===== config.mk =====
export PLATFORM = sky130hd
export DESIGN_NAME = acq_status_pio
export DESIGN_NICKNAME = d
export VERILOG_FILES = /design/src/rtl/acq_status_pio.sv
export SDC_FILE = /design/constraint.sdc
export NUM_CORES = 1
export LEC_CHECK = 0
export ABC_AREA = 0
export CORE_ASPECT_RATIO = 1.2
export CORE_UTILIZATION = 43
export DETAILED_ROUTE_END_ITERATION = 16
export PLACE_DENSITY = 0.75
export SYNTH_ARGS = -nofsm -noshare
export SYNTH_HDL_FRONTEND = slang
export SYNTH_SLANG_ARGS = --single-unit

===== constraint.sdc =====
create_clock -name clk -period 2 [get_ports clk]
set_input_delay 0.2 -clock clk [delete_from_list [all_inputs] [get_ports clk]]
set_output_delay 0.2 -clock clk [all_outputs]
set_load 0.03 [all_outputs]

===== src/rtl/acq_status_pio.sv =====
// acq_status_pio: Avalon-MM input PIO for acquisition status lines.
// Synchronises an asynchronous status bus, captures selected edges into a
// sticky register with a maskable level interrupt, and keeps a saturating
// count of bit-0 events for software polling.
module acq_status_pio #(
    parameter int DATA_WIDTH = 8,   // status bus width (1..32)
    parameter int EDGE_TYPE  = 0,   // 0 = rising, 1 = falling, 2 = any edge
    parameter int CNT_WIDTH  = 16   // bit-0 event counter width (1..32)
) (
    input  logic                  clk,
    input  logic                  reset,
    input  logic [1:0]            address,
    input  logic                  chipselect,
    input  logic                  write_n,
    input  logic [31:0]           writedata,
    input  logic [DATA_WIDTH-1:0] in_port,
    output logic [31:0]           readdata,
    output logic                  irq
);

    localparam logic [1:0] ADDR_DATA    = 2'd0;
    localparam logic [1:0] ADDR_EVCNT   = 2'd1;
    localparam logic [1:0] ADDR_IRQMASK = 2'd2;
    localparam logic [1:0] ADDR_EDGECAP = 2'd3;

    localparam logic [CNT_WIDTH-1:0] CNT_ONE = CNT_WIDTH'(1);

    // Saturating increment: holds at all-ones instead of wrapping.
    function automatic logic [CNT_WIDTH-1:0] sat_inc(input logic [CNT_WIDTH-1:0] v);
        if (&v) begin
            return v;
        end
        return v + CNT_ONE;
    endfunction

    // Synchroniser chain: s1/s2 resolve metastability, s3 is the previous s2.
    logic [DATA_WIDTH-1:0] s1_q, s2_q, s3_q;
    logic [1:0]            arm_q, arm_d;
    logic                  armed;

    logic [DATA_WIDTH-1:0] edge_raw;
    logic [DATA_WIDTH-1:0] edge_det;

    logic [CNT_WIDTH-1:0]  evcnt_q, evcnt_d;
    logic [DATA_WIDTH-1:0] mask_q, mask_d;
    logic [DATA_WIDTH-1:0] edgecap_q, edgecap_d;
    logic [31:0]           readdata_q, readdata_d;

    logic                  wr_en;
    logic [DATA_WIDTH-1:0] wr_field;
    logic                  wd_unused;

    assign wr_en     = chipselect & ~write_n;
    assign wr_field  = writedata[DATA_WIDTH-1:0];
    // Upper write-data bits have no register behind them.
    assign wd_unused = ^writedata;

    // Arm counter runs 0..3 after reset so reset-valued synchroniser flops
    // cannot be mistaken for real transitions.
    always_comb begin
        arm_d = arm_q;
        if (arm_q != 2'd3) begin
            arm_d = arm_q + 2'd1;
        end
    end

    assign armed = (arm_q == 2'd3);

    // Per-bit edge selection from the synchronised value and its history.
    always_comb begin
        edge_raw = s2_q & ~s3_q;
        if (EDGE_TYPE == 1) begin
            edge_raw = ~s2_q & s3_q;
        end else if (EDGE_TYPE == 2) begin
            edge_raw = s2_q ^ s3_q;
        end
    end

    assign edge_det = armed ? edge_raw : '0;

    // Register next-state: write-clear beats a bit-0 event on the counter,
    // while a new edge beats a same-cycle write-1-to-clear on EDGECAP.
    always_comb begin
        evcnt_d   = evcnt_q;
        mask_d    = mask_q;
        edgecap_d = edgecap_q;

        if (wr_en && (address == ADDR_EVCNT)) begin
            evcnt_d = '0;
        end else if (edge_det[0]) begin
            evcnt_d = sat_inc(evcnt_q);
        end

        if (wr_en && (address == ADDR_IRQMASK)) begin
            mask_d = wr_field;
        end

        if (wr_en && (address == ADDR_EDGECAP)) begin
            edgecap_d = edgecap_q & ~wr_field;
        end
        edgecap_d = edgecap_d | edge_det;
    end

    // Read mux sees register state before this cycle's update.
    always_comb begin
        readdata_d = '0;
        case (address)
            ADDR_DATA:    readdata_d = 32'(s2_q);
            ADDR_EVCNT:   readdata_d = 32'(evcnt_q);
            ADDR_IRQMASK: readdata_d = 32'(mask_q);
            ADDR_EDGECAP: readdata_d = 32'(edgecap_q);
            default:      readdata_d = '0;
        endcase
    end

    // All state registers with synchronous reset.
    always_ff @(posedge clk) begin
        if (reset) begin
            s1_q       <= '0;
            s2_q       <= '0;
            s3_q       <= '0;
            arm_q      <= '0;
            evcnt_q    <= '0;
            mask_q     <= '0;
            edgecap_q  <= '0;
            readdata_q <= '0;
        end else begin
            s1_q       <= in_port;
            s2_q       <= s1_q;
            s3_q       <= s2_q;
            arm_q      <= arm_d;
            evcnt_q    <= evcnt_d;
            mask_q     <= mask_d;
            edgecap_q  <= edgecap_d;
            readdata_q <= readdata_d;
        end
    end

    assign readdata = readdata_q;
    assign irq      = |(edgecap_q & mask_q);

endmodule

==> Word-level counts from Yosys, hierarchy flattened <==
Index checks and enable logic that the tools add are counted.
{ "op_classes": {"n_addsub": 2, "bitwise": 8, "eq_ne": 6, "mux": 7, "reduce_logical": 8} }
{ "op_table": {"columns": ["operator", "count"], "rows": [
  ["$pmux 32 s4", 1],
  ["$and 8x8->8", 3],
  ["$add 16x1->16 const B", 1],
  ["$mux 16", 1],
  ["$mux 8", 2],
  ["$not 8->8", 2],
  ["$reduce_and 16->1", 1],
  ["$or 8x8->8", 1],
  ["$reduce_or 8->1", 1],
  ["$eq 2x2->1 const B", 3],
  ["$ne 2x2->1 const B", 2],
  ["$logic_and 1x1->1", 3],
  ["$mux 1", 3],
  ["$add 2x1->2 const B", 1],
  ["$eq 2x1->1 const B", 1],
  ["$logic_not 2->1", 1],
  ["$reduce_and 2->1", 1],
  ["$reduce_or 2->1", 1],
  ["$and 1x1->1", 1],
  ["$not 1->1", 1]
]} }
{ "totals": {"out_inout_bits": 33, "register_bits": 90, "inputBits": 46, "elab_cells": 39} }

==> Depth between registers and ports, before layout <==
Gate-level depths: netlist of run 1.
{ "depth": {"word_depth": 7, "mapped_depth": 7, "ltp_nobuf": 5} }

==> Worst setup path before layout of run 1 <==
No wires, ideal clock.
{ "synth_timing": {"kind": "register to register", "from": "reg arm_q[0]", "to": "reg evcnt_q[9]", "t_arrival_ns": 1.917, "n_path_buf": 1, "path_slack_ns": 0.012, "period_less_slack_ns": 1.988, "required_time_ns": 1.930, "path_stages_with_launch": 7, "setup_ns": 0.070, "cell_sequence": "dfxtp_1 -> ha_1 -> nand3b_4 -> or4_1 -> buf_2 -> or4_1 -> a21oi_1"} }
{ "synth_between": {"elab_chain_cells": 3} }
{ "synth_rtl": {"columns": ["item", "line_no", "source"], "rows": [
  ["start, declared", "38", "logic [1:0] arm_q, arm_d;"],
  ["start signal, assigned", "131", "arm_q <= arm_d;"],
  ["$eq 2x2->1", "67", "assign armed = (arm_q == 2'd3);"],
  ["$mux 8", "79", "assign edge_det = armed ? edge_raw : '0;"],
  ["$reduce_and 2->1 (no source line)", null, null],
  ["end signal, assigned", "132", "evcnt_q <= evcnt_d;"],
  ["end, declared", "44", "logic [CNT_WIDTH-1:0] evcnt_q, evcnt_d;"]
]} }
No other way between the ends.
A chain may end at the register's enable or synchronous reset.

==> Worst setup path in the final report of run 1 <==
{ "layout_timing": {"from": "reg arm_q[0]", "to": "reg evcnt_q[11]"} }
The elaborated chain is that of the path after synthesis.

==> metrics.cfg, run 1 <==
[sta]
hold_viol = 0
setup_tns_ps = 0
fin_skew_ps = 9.81
setup_viol = 0
finalCriticalPeriod_ps = 1900
period_share_pct = 95.1
rsz0062_at_grt = false
drv_slew = 0
fmax_mhz = 526

[die]
die_area_um2 = 7250
die_h_um = 93.0
ios = 79
die_x_um = 77.9
placementRows = 32
start_util_pct = 45.2
core_area_um2 = 6570

[clocking]
cts_setup_buffers = 0
htree_num_levels = 3
path_clk_slew_ps = 70
cts_sinks = 74
cts_tree = built
clock-root-buffer = clkbuf_8
clockBufferDepth = 2
ctsHoldBuffers = 0
insertion_delay_ps = 350
numCtsBuffers = 9

[synthesis]
syn_area_um2 = 2970
synth-seq-cells = 74
yosysSeqAreaShare_pct = 49.9
syn_inst = 301
ys_types = 38
ys_warn_count = 0
postSynthAreaPerCell_um2 = 9.87

[finish]
final_util_pct = 56.3
stdcell_area_um2 = 3690
fill_cells = 575
diodes = 0
area_growth_pct = 24.3
drive_gt1_share_pct = 13.8
finalNonFillerCells = 440
multi_input_area_um2 = 1380
nets = 398
regArea_um2 = 1480

[global_route]
antenna_found_initial = 0
grt_pass1_wl_mm = 9.34
grt_max_degree = 28
grt_pass1_vias = 2032
grt_usage_pct = 17.2
grt-ovfl-total = 0

[placement]
io_buffer_count = 38
placedCellCount = 424
gp_congestion = 0.777
hpwl_mm = 3.99
placed_area_um2 = 3460

[run_status]
status = finished clean

[critical_path]
endpoint_kind = flop
worstPathArrival_ps = 2180
critPathMaxFanout = 6
worst_ep_required_time_ps = 2280
cp-start-kind = flop
worst-setup-path-type = reg2reg

[pwr]
power_density_nw_per_um2 = 797
ir_drop_v = 0.000453
p_leak_nw = 1.38

[route]
vias = 2232
drc = 0
wire_per_inst_um = 13.0
routed_wirelength_mm = 5.71
viasPerCell = 5.07
first_iter_violations = 104
ant_nets = 0
dr.pass1.iters = 5

[flow_run]
max_cap_viol_count = 0

[min_path]
hold_class = in2reg

cells by family (layout without fill, tap and decap cells):
group                    Yosys count  count (layout)  synth area share, %
AO/OA/AOI/OAI                     40              40                 8.09
AND/OR/NAND/NOR                  129             129                 24.3
adder cells (fa/ha/maj)            2               2                0.842
flip-flops                        74              74                 49.9
XOR/XNOR                           2               2                0.590
other                              1              16                0.126
buffers and inverters             35              74                 6.61
multiplexers                      18              18                 9.56
worst max-delay path: stages (launching register included):
cell and delay (ps):
dfxtp_2 350, ha_4 150, nand3b_4 80, or4_4 590
or4_1 530, a21oi_1 150
state kept, by name, indices dropped and copies added (netlist names):
register,flops
readdata,16
s3_q,8
mask_q,8
s1_q,8
edgecap_q,8
evcnt_q,16
arm_q,2
s2_q,8
metrics by stage:
| step | setup slack (ps) | hold slack [ps] | power (mW) |
|---|---|---|---|
| final | 98.1 | 284 | 2.94 |
| after global routing | 22.7 | 303 | 3.07 |
| after CTS | 23.7 | 272 | 2.97 |
| after detailed placement | -46.2 | 426 | 1.79 |
| after global placement | -11.4 | 417 | 1.79 |
| after floorplan | 12.5 | 328 | 1.73 |
synthesized netlist by cell type:
cell,instances,area [um2]
a21oi_1,19,95.1
a22oi_1,4,30.0
a32oi_1,1,8.76
and2_1,8,50.1
and3_1,2,12.5
and3b_1,1,8.76
and4_1,2,17.5
and4b_1,1,10.0
buf_1,1,3.75
buf_2,4,20.0
buf_4,16,120
clkbuf_1,11,41.3
conb_1,1,3.75
dfxtp_1,74,1480
ha_1,2,25.0
inv_1,3,11.3
mux2i_1,10,100
mux4_1,1,26.3
mux4_2,7,158
nand2_1,22,82.6
nand3_1,4,20.0
nand3b_1,1,7.51
nand3b_4,1,20.0
nand4_1,5,31.3
nor2_1,28,105
nor2b_1,32,200
nor3_1,1,5.00
nor3b_1,2,15.0
nor4_1,3,18.8
nor4bb_1,2,20.0
o2111ai_1,1,8.76
o21a_1,2,15.0
o21ai_0,6,30.0
o31ai_1,7,52.6
or2_2,2,12.5
or3_1,4,25.0
or4_1,8,60.1
xor2_1,2,17.5
final timing paths:
kind,startpoint,endpoint,slack (ps),depth (start not counted)
min reg2reg,s1_q[3],s2_q[3],440,1
max,arm_q[0],evcnt_q[11],100,5
max reg2reg,arm_q[0],evcnt_q[11],100,5
min,reset,edgecap_q[1],280,2
layout make-up:
class	count	area share, %
Tap cell	85	2.88
Multi-Input combinational cell	207	37.5
Clock buffer	13	4.30
Timing Repair Buffer	55	13.6
Inverter	3	0.305
Clock inverter	3	1.25
Sequential cell	74	40.2
layer usage:
metal / wire length (um) / vias to the layer above / part of all wire [%] / global-route usage [%]
met5: 0 / - / 0 / 0
met4: 135 / 0 / 2.4 / 9.75
met3: 302 / 10 / 5.3 / 5.17
met2: 2850 / 67 / 50 / 28.1
met1: 2420 / 1041 / 42 / 20.1
li1: - / 1114 / - / -
repair_timing:
action / in CTS / in global routing
endpoints found under the hold margin: 0 / 0
resized for setup: 1 / 5
setup endpoints to repair: 4 / 6
cell usage in the layout (no fill, tap or decap), drive strengths merged, types with 2 or more instances in the layout:
cell type / synthesis / final
o21ai: 6 / 6
buf: 21 / 18
dfxtp: 74 / 74
and3: 2 / 2
nor2: 28 / 28
a22oi: 4 / 4
nor3b: 2 / 2
ha: 2 / 2
and4: 2 / 2
mux2i: 10 / 10
nand4: 5 / 5
inv: 3 / 4
and2: 8 / 8
clkdlybuf4s50: 0 / 37
conb: 1 / 16
xor2: 2 / 2
o31ai: 7 / 7
nor4: 3 / 3
nor4bb: 2 / 2
or4: 8 / 8
o21a: 2 / 2
or3: 4 / 4
nor2b: 32 / 32
or2: 2 / 2
nand3b: 2 / 2
clkbuf: 11 / 13
nand3: 4 / 4
nand2: 22 / 22
a21oi: 19 / 19
mux4: 8 / 8
power by group:
group / internal [mW] / switching (mW) / leakage (nW)
Sequential: 1.51 / 0.0225 / 0.602
Clock: 0.650 / 0.527 / 0.100
Combinational: 0.106 / 0.126 / 0.680
Total: 2.27 / 0.676 / 1.38
No activity file was read; power rests on OpenSTA's default activity.
==> run 2: changes to the inputs <==
--- a/config.mk
+++ b/config.mk
@@ -9,7 +9,7 @@
 export CORE_ASPECT_RATIO = 1.2
 export CORE_UTILIZATION = 43
 export DETAILED_ROUTE_END_ITERATION = 16
-export PLACE_DENSITY = 0.75
+export PLACE_DENSITY = 0.72
 export SYNTH_ARGS = -nofsm -noshare
 export SYNTH_HDL_FRONTEND = slang
 export SYNTH_SLANG_ARGS = --single-unit
==> metrics.cfg, run 2 (synthesis results as in run 1) <==
[critical_path]
crit_family = simple AND/OR/NAND/NOR gates
cp-start-kind = flop
worst_ep_required_time_ps = 2280
crit_chain = nand2_1 > or4_4 > or4_1 > a21oi_1
worstPathArrival_ps = 2140
critPathMaxFanout = 7
endpoint_kind = flop
slowest_delay_ps = 590
slowest_stage = or4_4
critPathBufInv = 0
worst-setup-path-type = reg2reg

[finish]
mostFrequentLayoutCell = dfxtp_1
fill_cells = 602
area_growth_pct = 25.7
drive_gt1_share_pct = 14.3
stdcell_area_um2 = 3730
final_util_pct = 56.8
diodes = 0
nets = 399
final_cell_mix = 74 x dfxtp_1, 37 x clkdlybuf4s50_1, 32 x nor2b_1

[die]
start_util_pct = 45.2
ios = 79
die_area_um2 = 7250
die_h_um = 93.0
core_area_um2 = 6570
placementRows = 32
die_x_um = 77.9

[clocking]
cts_sinks = 74
clock-root-buffer = clkbuf_8
cts_tree = built
clockBufferDepth = 2
ctsHoldBuffers = 0
path_clk_slew_ps = 70
htree_num_levels = 3
numCtsBuffers = 9
insertion_delay_ps = 350

[placement]
gp_congestion = 0.811
place_ws_ps = -64.4
hpwl_mm = 4.10
io_buffer_count = 38
placed_area_um2 = 3470

[route]
ant_nets = 0
wire_per_inst_um = 13.3
drc = 0
dr.pass1.iters = 4
first_iter_violations = 114
routed_wirelength_mm = 5.87
viasPerCell = 5.10
vias = 2251

[global_route]
grt_pass1_wl_mm = 9.95
grt_max_degree = 50
grt_usage_pct = 18.2
antenna_found_initial = 0
grt-ovfl-total = 0
grt_pass1_vias = 2062

[sta]
period_share_pct = 93.4
setup_viol = 0
rsz0062_at_grt = false
drv_slew = 0
hold_viol = 0
fin_skew_ps = 9.03
fmax_mhz = 536
finalCriticalPeriod_ps = 1870
fin_ws_ps = 133

[flow_run]
max_cap_viol_count = 0

[pwr]
power_density_nw_per_um2 = 846
p_leak_nw = 1.40
ir_drop_v = 0.000540

[min_path]
hold_class = in2reg

[run_status]
status = finished clean

run 2: final timing paths:
path,start,endpoint,slack (ps),depth (start not counted)
setup / recovery,evcnt_q[6],evcnt_q[13],130,4
hold / removal,reset,readdata[0],110,2
setup reg to reg,evcnt_q[6],evcnt_q[13],130,4
hold reg to reg,s1_q[0],s2_q[0],440,1
run 2: stage by stage:
step,std cells,hold WS (ps),setup TNS [ps],power (mW)
global route,441,95.0,0,3.28
detailed placement,425,426,-166,1.79
CTS,441,83.8,0,3.19
global placement,425,416,-54.5,1.79
finish,441,106,0,3.16
floorplan,316,328,0,1.73
run 2: what timing repair did:
item	4_1_cts	5_1_grt
buffers inserted	0	0
pin swaps	0	1
cloned	0	0
resized for setup	1	3
setup endpoints to repair	4	5
run 2: power by group:
part           switching (mW)  internal, mW  total (mW)
logic                   0.127         0.104       0.231
clock network           0.561         0.839        1.40
registers              0.0188          1.51        1.53
total                   0.706          2.45        3.16
run 2: final cells by class:
type	count	area, um2	area share (%)
Sequential cell	74	1480	39.7
Multi-Input combinational cell	207	1380	36.8
Timing Repair Buffer	56	510	13.7
Clock buffer	9	124	3.32
Clock inverter	7	124	3.32
Tap cell	85	106	2.85
Inverter	3	11.3	0.302
run 2: routing by layer:
metal / global-route usage [%] / part of all wire (%) / routed length (um)
met1: 22.1 / 44 / 2570
met2: 30.1 / 51 / 2970
met3: 5.07 / 4.2 / 247
met4: 7.55 / 1.4 / 83
met5: 0 / 0 / 0
